$ cat config.mk
export PLATFORM = sky130hd
export DESIGN_NAME = fetch_sequencer_flat
export DESIGN_NICKNAME = d
export VERILOG_FILES = /design/src/rtl/fetch_pkg.sv /design/src/rtl/fetch_sequencer_if.sv /design/src/rtl/fetch_timeout_ctr.sv /design/src/rtl/fetch_sequencer.sv /design/src/flat_wrapper.sv
export SDC_FILE = /design/constraint.sdc
export NUM_CORES = 1
export LEC_CHECK = 0
export BUFFER_PORTS_ARGS = -buffer_cell sky130_fd_sc_hd__clkbuf_2
export CAP_MARGIN = 20
export CORE_MARGIN = 4
export CORE_UTILIZATION = 44
export DETAILED_ROUTE_END_ITERATION = 6
export PLACE_DENSITY_LB_ADDON = 0.3
export SLEW_MARGIN = 20
export SYNTH_ARGS = -nofsm -noshare
export SYNTH_HDL_FRONTEND = slang
export SYNTH_SLANG_ARGS = --single-unit
$ cat constraint.sdc
create_clock -name clk -period 4.79 [get_ports clk]
set_clock_uncertainty 0.2 [all_clocks]
set_input_delay 0.958 -clock clk [delete_from_list [all_inputs] [get_ports clk]]
set_output_delay 0.958 -clock clk [all_outputs]
set_load 0.03 [all_outputs]
$ cat src/rtl/fetch_pkg.sv
// Shared types for the instruction-fetch sequencer: state encoding, strobe bundle, per-state strobe decode.
// Latency: none, types and pure functions only.
// Backpressure: not applicable.
package fetch_pkg;

  typedef enum logic [2:0] {
    IDLE   = 3'd0,
    T0     = 3'd1,
    T1     = 3'd2,
    MWAIT  = 3'd3,
    T2     = 3'd4,
    EXEC   = 3'd5,
    HALTED = 3'd6,
    ERROR  = 3'd7
  } state_t;

  // Datapath load / bus-enable strobes, MSB first in fetch-step order.
  typedef struct packed {
    logic pc_out_en;
    logic mar_load;
    logic inc_pc;
    logic z_load;
    logic zlow_out_en;
    logic pc_load;
    logic mem_read;
    logic mdr_load;
    logic mdr_out_en;
    logic ir_load;
  } strobe_t;

  localparam strobe_t STB_NONE  = strobe_t'(10'b0000_0000_00);
  localparam strobe_t STB_T0    = strobe_t'(10'b1111_0000_00);
  localparam strobe_t STB_T1    = strobe_t'(10'b0000_1111_00);
  localparam strobe_t STB_MWAIT = strobe_t'(10'b0000_0011_00);
  localparam strobe_t STB_T2    = strobe_t'(10'b0000_0000_11);

  // Moore decode: only one bus driver (pc_out_en, zlow_out_en, mdr_out_en) is ever set.
  function automatic strobe_t state_strobes(input state_t s);
    case (s)
      T0:      return STB_T0;
      T1:      return STB_T1;
      MWAIT:   return STB_MWAIT;
      T2:      return STB_T2;
      default: return STB_NONE;
    endcase
  endfunction

endpackage

$ cat src/rtl/fetch_sequencer_if.sv
// Control/handshake bundle between the fetch sequencer and the datapath, memory and execute control.
// Latency: none, wiring only.
// Backpressure: memory stalls via mem_ready; execute releases the sequencer via exec_done.
interface fetch_sequencer_if;
  logic        start;
  logic        exec_done;
  logic        halt;
  logic        mem_ready;
  logic        pc_out_en;
  logic        mar_load;
  logic        inc_pc;
  logic        z_load;
  logic        zlow_out_en;
  logic        pc_load;
  logic        mem_read;
  logic        mdr_load;
  logic        mdr_out_en;
  logic        ir_load;
  logic        fetch_done;
  logic        busy;
  logic        mem_timeout;
  logic [31:0] fetch_count;

  modport master (
    input  start, exec_done, halt, mem_ready,
    output pc_out_en, mar_load, inc_pc, z_load, zlow_out_en, pc_load,
           mem_read, mdr_load, mdr_out_en, ir_load,
           fetch_done, busy, mem_timeout, fetch_count
  );

  modport slave (
    output start, exec_done, halt, mem_ready,
    input  pc_out_en, mar_load, inc_pc, z_load, zlow_out_en, pc_load,
           mem_read, mdr_load, mdr_out_en, ir_load,
           fetch_done, busy, mem_timeout, fetch_count
  );
endinterface

$ cat src/rtl/fetch_timeout_ctr.sv
// Memory-wait counter: clear, count-enable, terminal count at MEM_TIMEOUT-1.
// Latency: count updates one cycle after enable; tc is combinational from the count.
// Backpressure: none; the counter holds its value when neither clear nor enable is set.
module fetch_timeout_ctr #(
  parameter int MEM_TIMEOUT = 15,
  parameter int TO_W        = 8
) (
  input  logic clk,
  input  logic reset,
  input  logic clear,
  input  logic enable,
  output logic tc
);

  logic [TO_W-1:0] cnt_q;

  // Clear has priority so the first wait cycle always starts from zero.
  always_ff @(posedge clk) begin
    if (reset)       cnt_q <= '0;
    else if (clear)  cnt_q <= '0;
    else if (enable) cnt_q <= cnt_q + 1'b1;
  end

  assign tc = (cnt_q == TO_W'(MEM_TIMEOUT - 1));

endmodule

$ cat src/rtl/fetch_sequencer.sv
// Fetch sequencer: T0/T1/T2 strobe sequencing with memory wait, exec handoff, halt and timeout error.
// Latency: start -> T0 next cycle; fetch_done 3 cycles after start with immediate mem_ready.
// Backpressure: stalls in MWAIT on mem_ready, in EXEC on exec_done. FETCH_SEQ_PERF_EN enables fetch_count.
module fetch_sequencer
  import fetch_pkg::*;
#(
  parameter int MEM_TIMEOUT = 15,
  parameter int TO_W        = 8
) (
  input  logic                clk,
  input  logic                reset,
  fetch_sequencer_if.master   bus
);

  state_t  state_q, state_d;
  strobe_t stb;
  logic    to_tc;

  fetch_timeout_ctr #(
    .MEM_TIMEOUT (MEM_TIMEOUT),
    .TO_W        (TO_W)
  ) u_to_ctr (
    .clk    (clk),
    .reset  (reset),
    .clear  (state_q == T1),
    .enable (state_q == MWAIT),
    .tc     (to_tc)
  );

  // State register.
  always_ff @(posedge clk) begin
    if (reset) state_q <= IDLE;
    else       state_q <= state_d;
  end

  // Next-state logic; HALTED and ERROR are only left through reset.
  always_comb begin
    state_d = state_q;
    case (state_q)
      IDLE: begin
        if (bus.halt)       state_d = HALTED;
        else if (bus.start) state_d = T0;
      end
      T0:    state_d = T1;
      T1:    state_d = bus.mem_ready ? T2 : MWAIT;
      MWAIT: begin
        if (bus.mem_ready) state_d = T2;
        else if (to_tc)    state_d = ERROR;
      end
      T2:    state_d = EXEC;
      EXEC: begin
        if (bus.exec_done) state_d = bus.halt ? HALTED : T0;
      end
      HALTED:  state_d = HALTED;
      ERROR:   state_d = ERROR;
      default: state_d = IDLE;
    endcase
  end

  // Moore outputs decoded from the state register only.
  assign stb             = state_strobes(state_q);
  assign bus.pc_out_en   = stb.pc_out_en;
  assign bus.mar_load    = stb.mar_load;
  assign bus.inc_pc      = stb.inc_pc;
  assign bus.z_load      = stb.z_load;
  assign bus.zlow_out_en = stb.zlow_out_en;
  assign bus.pc_load     = stb.pc_load;
  assign bus.mem_read    = stb.mem_read;
  assign bus.mdr_load    = stb.mdr_load;
  assign bus.mdr_out_en  = stb.mdr_out_en;
  assign bus.ir_load     = stb.ir_load;
  assign bus.fetch_done  = (state_q == T2);
  assign bus.busy        = (state_q != IDLE) && (state_q != HALTED) && (state_q != ERROR);
  assign bus.mem_timeout = (state_q == ERROR);

`ifdef FETCH_SEQ_PERF_EN
  logic [31:0] fetch_count_q;

  // Completed-fetch counter, wraps naturally at 2^32.
  always_ff @(posedge clk) begin
    if (reset)              fetch_count_q <= '0;
    else if (state_q == T2) fetch_count_q <= fetch_count_q + 32'd1;
  end

  assign bus.fetch_count = fetch_count_q;
`else
  assign bus.fetch_count = '0;
`endif

endmodule

$ cat src/flat_wrapper.sv
// flat-port wrapper written by rule: the top's interface ports become plain ports
module fetch_sequencer_flat import fetch_pkg::*;
#(
  parameter int MEM_TIMEOUT = 15,
  parameter int TO_W        = 8
)
  (clk, reset, bus_start, bus_exec_done, bus_halt, bus_mem_ready, bus_pc_out_en, bus_mar_load, bus_inc_pc, bus_z_load, bus_zlow_out_en, bus_pc_load, bus_mem_read, bus_mdr_load, bus_mdr_out_en, bus_ir_load, bus_fetch_done, bus_busy, bus_mem_timeout, bus_fetch_count);
  fetch_sequencer_if bus_i ();
  input  logic clk;
  input  logic reset;
  input wire logic [$bits(bus_i.start)-1:0] bus_start;
  input wire logic [$bits(bus_i.exec_done)-1:0] bus_exec_done;
  input wire logic [$bits(bus_i.halt)-1:0] bus_halt;
  input wire logic [$bits(bus_i.mem_ready)-1:0] bus_mem_ready;
  output wire logic [$bits(bus_i.pc_out_en)-1:0] bus_pc_out_en;
  output wire logic [$bits(bus_i.mar_load)-1:0] bus_mar_load;
  output wire logic [$bits(bus_i.inc_pc)-1:0] bus_inc_pc;
  output wire logic [$bits(bus_i.z_load)-1:0] bus_z_load;
  output wire logic [$bits(bus_i.zlow_out_en)-1:0] bus_zlow_out_en;
  output wire logic [$bits(bus_i.pc_load)-1:0] bus_pc_load;
  output wire logic [$bits(bus_i.mem_read)-1:0] bus_mem_read;
  output wire logic [$bits(bus_i.mdr_load)-1:0] bus_mdr_load;
  output wire logic [$bits(bus_i.mdr_out_en)-1:0] bus_mdr_out_en;
  output wire logic [$bits(bus_i.ir_load)-1:0] bus_ir_load;
  output wire logic [$bits(bus_i.fetch_done)-1:0] bus_fetch_done;
  output wire logic [$bits(bus_i.busy)-1:0] bus_busy;
  output wire logic [$bits(bus_i.mem_timeout)-1:0] bus_mem_timeout;
  output wire logic [$bits(bus_i.fetch_count)-1:0] bus_fetch_count;
  assign bus_i.start = bus_start;
  assign bus_i.exec_done = bus_exec_done;
  assign bus_i.halt = bus_halt;
  assign bus_i.mem_ready = bus_mem_ready;
  assign bus_pc_out_en = bus_i.pc_out_en;
  assign bus_mar_load = bus_i.mar_load;
  assign bus_inc_pc = bus_i.inc_pc;
  assign bus_z_load = bus_i.z_load;
  assign bus_zlow_out_en = bus_i.zlow_out_en;
  assign bus_pc_load = bus_i.pc_load;
  assign bus_mem_read = bus_i.mem_read;
  assign bus_mdr_load = bus_i.mdr_load;
  assign bus_mdr_out_en = bus_i.mdr_out_en;
  assign bus_ir_load = bus_i.ir_load;
  assign bus_fetch_done = bus_i.fetch_done;
  assign bus_busy = bus_i.busy;
  assign bus_mem_timeout = bus_i.mem_timeout;
  assign bus_fetch_count = bus_i.fetch_count;
  fetch_sequencer #(.MEM_TIMEOUT(MEM_TIMEOUT), .TO_W(TO_W)) u_core (.clk(clk), .reset(reset), .bus(bus_i));
endmodule
# Word level (Yosys, flattened, before mapping)
# Cells that the tools add are included.
# word_totals
wordCells	31
input_bits	6
register_bits	11
out_inout_bits	45
# op_classes
n_reduce_logical	6
n_mux	9
n_addsub	1
eq_ne	13
# op_table
cell	count
one-hot mux 10 bit (4 select lines)	1
one-hot mux 3 bit (8 select lines)	1
two-way mux 3 bit	7
== test 3 bit, second input constant	4
inequality test 3 bit, second input constant	3
adder 8 x 1 -> 8 bit, second input constant	1
== test 8 x 4 -> 1 bit, second input constant	1
== test 3 x 2 -> 1 bit, second input constant	2
== test 3 x 1 -> 1 bit, second input constant	1
zero test 3 bit	1
inequality test 3 x 2 -> 1 bit, second input constant	1
AND reduction 3 bit	1
nonzero test 3 bit	1
logical AND 1 bit	2
inequality test 2 bit, second input constant	1
OR reduction 2 bit	1

# Logic depth before layout (Yosys ltp)
# Gate-level depths: netlist (run 1).
# logic_depth
ltp_word	4
mapped_depth	6
ltp_nobuf	5

# Modules after synthesis
# Synthesis (run 1) repeated with hierarchy kept, for this count alone.
# unflattened
cells_unflattened	120
hier_area_um2	993.5
# modules_own_cells
module	seq_area_each_um2	cells_each	n_inst	area_each_um2
fetch_sequencer	60.1	78	1	609.3
fetch_timeout_ctr	160.2	42	1	384.1

# Worst setup path before layout (run 1)
# OpenSTA, ideal clock, no wires.
# synth_timing
path_kind	register to output
startpoint	reg u_core.state_q[1]
endpoint	out bus_mar_load
n_path_buf	3
slack_ns	1.881
stages_incl_launch_ff	5
t_arrival_ns	1.751
required_time_ns	3.632
path_cell_list	dfxtp_1 buf_2 buf_2 nor3_1 buf_4
# synth_via
elab_chain_len	2
elab_cells_between_ends	5
cone_classes	eq/ne: 4; mux: 1
# synth_rtl
element	line_no	source
start: declaration	fetch_sequencer.sv:15	state_t state_q, state_d;
start signal: assignment	fetch_sequencer.sv:33	else state_q <= state_d;
== test 3 bit (tied with other cells)	fetch_pkg.sv:39	case (s)
one-hot mux 10 bit (4 select lines) *	fetch_pkg.sv:39	
end: declaration	flat_wrapper.sv:16	output wire logic [$bits(bus_i.mar_load)-1:0] bus_mar_load;
# Every way passes the cells marked *; elsewhere a longest branch is shown, timed or not.

# Final worst setup path (run 1)
# layout_timing
startpoint	reg u_core.state_q[0]
endpoint	out bus_z_load
# layout_via
elab_chain_len	2
elab_cells_between_ends	5
cone_classes	eq/ne: 4; mux: 1
# layout_rtl
element	line_no	source
== test 3 bit (tied with other cells)	fetch_pkg.sv:39	
one-hot mux 10 bit (4 select lines) *	fetch_pkg.sv:39	
end: declaration	flat_wrapper.sv:18	output wire logic [$bits(bus_i.z_load)-1:0] bus_z_load;
# Marked as above.

==> results of run 1 <==
[Yosys cell counts, drive strengths merged (3+ instances only)]
| cell type | instances | area (µm²) |
|---|---|---|
| a21oi | 4 | 31.3 |
| buf | 41 | 303 |
| dfxtp | 11 | 220 |
| inv | 4 | 15.0 |
| nand2 | 3 | 11.3 |
| nand2b | 3 | 18.8 |
| nand4 | 3 | 18.8 |
| nor2 | 16 | 60.1 |
| nor3 | 8 | 40.0 |
| nor4 | 3 | 18.8 |
| xnor2 | 6 | 52.6 |
[worst max-delay path, stage by stage (launching register included)]
cell and delay, ns:
dfxtp_1 0.61, inv_1 0.18, nor3_1 0.38, clkbuf_2 0.28
[layer usage]
layer,vias up,GRT usage
met3,0,0.0518
met2,27,0.181
met5,-,0
li1,364,-
met4,0,0
met1,329,0.145
[worst paths after layout]
| check | end | slack [ns] | cells after the start |
|---|---|---|---|
| setup / recovery | bus_z_load | 1.91 | 3 |
| hold / removal | u_core.u_to_ctr.cnt_q[7] | 0.34 | 2 |
| setup reg to reg | u_core.state_q[0] | 2.94 | 4 |
| hold reg to reg | u_core.u_to_ctr.cnt_q[7] | 0.34 | 2 |
[area by class of cell]
cell class | count | area [µm²] | area share
multi-input cells | 96 | 538 | 0.583
flip-flops and latches | 11 | 220 | 0.238
repair buffers | 18 | 90.1 | 0.0976
well taps | 27 | 33.8 | 0.0366
clock buffers | 4 | 26.3 | 0.0285
inverters | 4 | 15.0 | 0.0163
[stage by stage]
stage / worst slack (ns) / hold slack [ns]
6_report: 1.91 / 0.336
5_1_grt: 1.71 / 0.384
4_1_cts: 1.91 / 0.348
3_5_place_dp: 2.21 / 0.328
3_3_place_gp: 2.26 / 0.319
2_1_floorplan: 1.88 / 0.286
[state kept, by name, indices dropped and copies added (netlist names)]
name and flops:
u_core.u_to_ctr.cnt_q 8, u_core.state_q 3
[power breakdown]
group	internal (mW)	switching (mW)	leakage [nW]
Combinational	0.0707	0.180	0.311
Sequential	0.104	0.0441	0.0896
Clock	0.0322	0.0307	0.0150
Total	0.207	0.254	0.416
[cell families after synthesis]
logic type / after synthesis / share of synthesized area
buffers and inverters: 47 / 0.336
multiplexers: 1 / 0.0103
XOR/XNOR: 6 / 0.0543
other: 1 / 0.00388
AND/OR/NAND/NOR: 41 / 0.213
adder cells (fa/ha/maj): 4 / 0.0466
AO/OA/AOI/OAI: 12 / 0.107
flip-flops: 11 / 0.228
==> flow_metrics.tcl, run 1 <==
set metrics [dict create \
    status "complete, no violations" \
    gp_congestion 0.788 \
    grtUsageTotal 0.113 \
    rsz0062_at_grt "no" \
    met3_length_um 174 \
    wl_per_cell_um 10.8 \
    clk_latency_ns 0.27 \
    io_pins 51 \
    highest_layer "met3" \
    avgSynthCellArea_um2 7.86 \
    drive_gt1_frac 0.195 \
    tritoncts "done" \
    critPathKind "flop to output port" \
    hold_class "flop to flop" \
    port_buffers 18 \
    postCtsSetupRepairBufs 0 \
    start_util 0.478 \
    maxSlewViolCount 0 \
    period_needed_ns 2.88 \
    first_iter_violations 6 \
    layoutNonFillerInstCount 160 \
    relSlewSlack 0.598 \
    dieWidth_um 54.9 \
    min_from "u_core.u_to_ctr.cnt_q[7]" \
    leakage_nw 0.416 \
    cts_resized 0 \
    vias 720 \
    placementRows 16 \
    postCtsHoldBufs 0 \
    synthArstFlopShare 0 \
    ys_ff_latch 11 \
    diodes 0 \
    setup_viol_count_final 0 \
    drc_errors 0 \
    cp_max_fo 14 \
    arrival_ns 1.73 \
    yosys_warnings 0 \
    drv_cap 0 \
    yosys_most_used_dff "dfxtp_1" \
    yosysSeqAreaShare 0.228 \
    detail-route-antenna-nets 0 \
    firstDrtPassIters 2 \
    worstReg2RegStart "u_core.state_q[2]" \
    tightestPinTransition_ns 0.602 \
    syn_inst 123 \
    synth_area_um2 967 \
    grt_pass1_wl_um 2440 \
    clock_sinks 11 \
    crit_path_end_kind "output port" \
    wl_met1_um 764 \
    final_nets 142 \
    dp_hpwl_um 1340 \
    startpoint_type "flop" \
    die-area_um2 3010 \
    grt_max_degree 18 \
    power_density_nw_per_um2 500 \
    final_cell_area_um2 923 \
    cp-startpoint "u_core.state_q[0]" \
    die_h_um 54.9 \
    grt_overflow 0 \
    fin_util 0.457 \
    grt_pass1_vias 565 \
    yosysUniqueCellTypes 30 \
    hold_viol 0 \
    fin_setup_tns_ns 0 \
    cts.htree.levels 1 \
    route.met2.wl_um 784 \
    max_clock_freq_mhz 347 \
    clockBufferDepth 2 \
    fillCellCount 218 \
    synth_edf_count 0 \
    area_delta_synth_final_pct -4.53 \
    antenna_found_initial 0 \
    layout_common_cells "32 x conb_1, 18 x clkbuf_2, 16 x nor2_1" \
    core_um2 2020 \
    peakVddDrop_v 0.000235 \
    critPathRequiredTime_ns 3.63 \
    wirelength_um 1720 \
    place_area_um2 897 \
    cts_buffers 3 \
    power.total_uw 462 \
    clk_pin_slew_worst_paths_ns 0.07 \
    cts-root-buf "clkbuf_4" \
    vias_per_cell 4.50 \
    final_common_cell "conb_1" \
    dp_cells 156 \
    finalCritPeriodShare 0.602 \
]
Power figures use the tool's default switching activity.
==> inputs of run 2 (changes only) <==
--- a/config.mk
+++ b/config.mk
@@ -5,10 +5,11 @@
 export SDC_FILE = /design/constraint.sdc
 export NUM_CORES = 1
 export LEC_CHECK = 0
+export ABC_AREA = 1
 export BUFFER_PORTS_ARGS = -buffer_cell sky130_fd_sc_hd__clkbuf_2
 export CAP_MARGIN = 20
 export CORE_MARGIN = 4
-export CORE_UTILIZATION = 44
+export CORE_UTILIZATION = 41
 export DETAILED_ROUTE_END_ITERATION = 6
 export PLACE_DENSITY_LB_ADDON = 0.3
 export SLEW_MARGIN = 20
==> constraint.sdc (replaced) <==
create_clock -name clk -period 2.6 [get_ports clk]
set_clock_uncertainty 0.2 [all_clocks]
set_input_delay 0.52 -clock clk [delete_from_list [all_inputs] [get_ports clk]]
set_output_delay 0.52 -clock clk [all_outputs]
set_load 0.03 [all_outputs]
==> run 2 against run 1 <==
Effect of this change:
- synthesized area up 4.1%
- highest routed layer is now met4
- sequential share of layout area down 1.1 points
- via count up 10%
- count of clock-buffer cells in the layout unchanged
- combinational power up 130%
==> flow_metrics.tcl, run 2 <==
set metrics [dict create \
    status "complete, no violations" \
    grt_overflow 0 \
    avgSynthCellArea_um2 6.71 \
    tritoncts "done" \
    critPathRequiredTime_ns 1.88 \
    leakage_nw 0.546 \
    hold_path_end "u_core.u_to_ctr.cnt_q[6]" \
    final_cell_area_um2 967 \
    synthArstFlopShare 0 \
    wl_per_cell_um 9.05 \
    cts_buffers 3 \
    ys_ff_latch 11 \
    worstReg2RegStart "u_core.state_q[2]" \
    synth_xor_area_frac 0 \
    gp_congestion 0.835 \
    layout_setup_ws_ns 0.478 \
    crit_top_cell "inv_1" \
    diodes 0 \
    power_density_nw_per_um2 979 \
    placementRows 17 \
    firstDrtPassIters 4 \
    yosys.area_share.adder 0.0248 \
    finalCritPeriodShare 0.816 \
    drv_cap 0 \
    r2r_slack_ns 1.07 \
    yosysUniqueCellTypes 21 \
    clk_pin_slew_worst_paths_ns 0.07 \
    dieWidth_um 57.6 \
    dp_hpwl_um 1460 \
    cts_resized 0 \
    hold_class "flop to flop" \
    grt_pass1_vias 598 \
    drc_errors 0 \
    layoutNonFillerInstCount 191 \
    postCtsSetupRepairBufs 0 \
    dp_slack_ns 0.784 \
    hold_viol 0 \
    crit_path_end_kind "output port" \
    core_um2 2280 \
    synthSimpleGateAreaFrac 0.307 \
    path_cells "inv_1, nand3_1, inv_1, clkbuf_2" \
    peakVddDrop_v 0.000603 \
    start_util 0.443 \
    top_regs "u_core.u_to_ctr.cnt_q x8, u_core.state_q x3" \
    grt_max_degree 10 \
    setup_viol_count_final 0 \
    vias_per_cell 4.15 \
    grtUsageTotal 0.0957 \
    yosysSeqAreaShare 0.219 \
    synth_compound_area_frac 0.0696 \
    io_pins 51 \
    wirelength_um 1730 \
    port_buffers 18 \
    cts.htree.levels 1 \
    startpoint_type "flop" \
    r2r-end "u_core.state_q[0]" \
    synth_edf_count 0 \
    slowest_delay_ns 0.59 \
    syn_inst 150 \
    fin_setup_tns_ns 0 \
    arrival_ns 1.40 \
    yosys_warnings 0 \
    largest-register "u_core.u_to_ctr.cnt_q" \
    layout_common_cells "32 x conb_1, 27 x nand2_1, 18 x inv_1, 18 x clkbuf_2, 15 x nor2_1" \
    hold_path_depth 2 \
    clock_sinks 11 \
    drive_gt1_frac 0.166 \
    maxSlewViolCount 0 \
    reg2reg_depth 7 \
    detail-route-antenna-nets 0 \
    vias 792 \
    clockBufferDepth 2 \
    largest_reg_flops 8 \
    grt_pass1_wl_um 2530 \
    min_from "u_core.u_to_ctr.cnt_q[6]" \
    synthTopCellsByArea "buf_4 28%, dfxtp_1 22%, nand2_1 10%" \
    place_area_um2 941 \
    area_delta_synth_final_pct -3.98 \
    holdWs_ns 0.280 \
    synth.largest_area_cell "buf_4" \
    period_needed_ns 2.12 \
    final_nets 172 \
    synth_top_family_by_area "buffers and inverters" \
    final_common_cell "conb_1" \
    first_iter_violations 14 \
    clk_latency_ns 0.27 \
    yosys_most_used_dff "dfxtp_1" \
    dp_cells 187 \
    synth.most_common_cell "buf_4" \
    die-area_um2 3310 \
    critPathKind "flop to output port" \
    ys_top_cells_by_count "38 x buf_4, 27 x nand2_1, 18 x inv_1" \
    postCtsHoldBufs 0 \
    synth_area_um2 1010 \
    cts-root-buf "clkbuf_4" \
    synth.top_cell.area_share 0.283 \
    antenna_found_initial 0 \
    max_clock_freq_mhz 471 \
    cp_slowest_cell "dfxtp_1" \
    die_h_um 57.6 \
    cp_max_fo 9 \
    muxShareOfSynthArea 0 \
    rsz0062_at_grt "no" \
]
-- run 2: cell count changes in the layout (fill, tap and decap cells not counted), moves of 3 or more --
| cell | change |
|---|---|
| o21ai_0 | +6 |
| a21oi_1 | +3 |
| nand2_1 | +24 |
| nor4_1 | -3 |
| nand2b_1 | -3 |
| inv_1 | +14 |
| xnor2_1 | -6 |
| nor3_1 | -6 |
| nand3_1 | +7 |
-- run 2: power by group --
group          total [mW]  internal [mW]  switching [mW]
Clock               0.117         0.0595          0.0580
Combinational       0.574          0.141           0.433
Sequential          0.256          0.197          0.0590
-- run 2: logic make-up (layout without fill, tap and decap cells) --
kind of cell / count (synthesis) / count (layout)
flip-flops: 11 / 11
AND/OR/NAND/NOR: 63 / 63
other: 1 / 32
buffers and inverters: 59 / 41
adder cells (fa/ha/maj): 2 / 2
AO/OA/AOI/OAI: 14 / 14
-- run 2: worst max-delay path, delay by kind of cell (launching register included) --
kind	cells	cell delay [ns]
AND/OR/NAND/NOR	1	0.13
buffers and inverters	3	0.41
flip-flops	1	0.59
-- run 2: worst max path at each step --
stage                                  from    endpoint  slack, ns  cells past startpoint
after floorplan           u_core.state_q[2]    bus_busy       0.69                      3
after global placement    u_core.state_q[2]  bus_inc_pc       0.82                      4
after detailed placement  u_core.state_q[2]  bus_z_load       0.78                      4
after CTS                 u_core.state_q[2]  bus_z_load       0.48                      4
after global routing      u_core.state_q[2]    bus_busy       0.35                      3
final                     u_core.state_q[2]  bus_z_load       0.48                      4
-- run 2: metrics by stage --
stage / power (mW) / util
detailed placement: 0.834 / 0.413
floorplan: 0.819 / -
global placement: 0.831 / 0.413
CTS: 0.956 / 0.425
global route: 1.02 / 0.425
finish: 0.947 / 0.425
-- run 2: layout make-up --
class / count / area [µm²]
Clock buffer: 4 / 26.3
Fill cell: 246 / 1310
Inverter: 19 / 71.3
Multi-Input combinational cell: 111 / 524
Sequential cell: 11 / 220
Tap cell: 28 / 35.0
Timing Repair Buffer: 18 / 90.1
-- run 2: layer usage --
layer  share of wire  GRT usage
met4           0.027     0.0596
met5               0          0
met2            0.47      0.145
met3           0.084     0.0181
met1            0.42      0.123
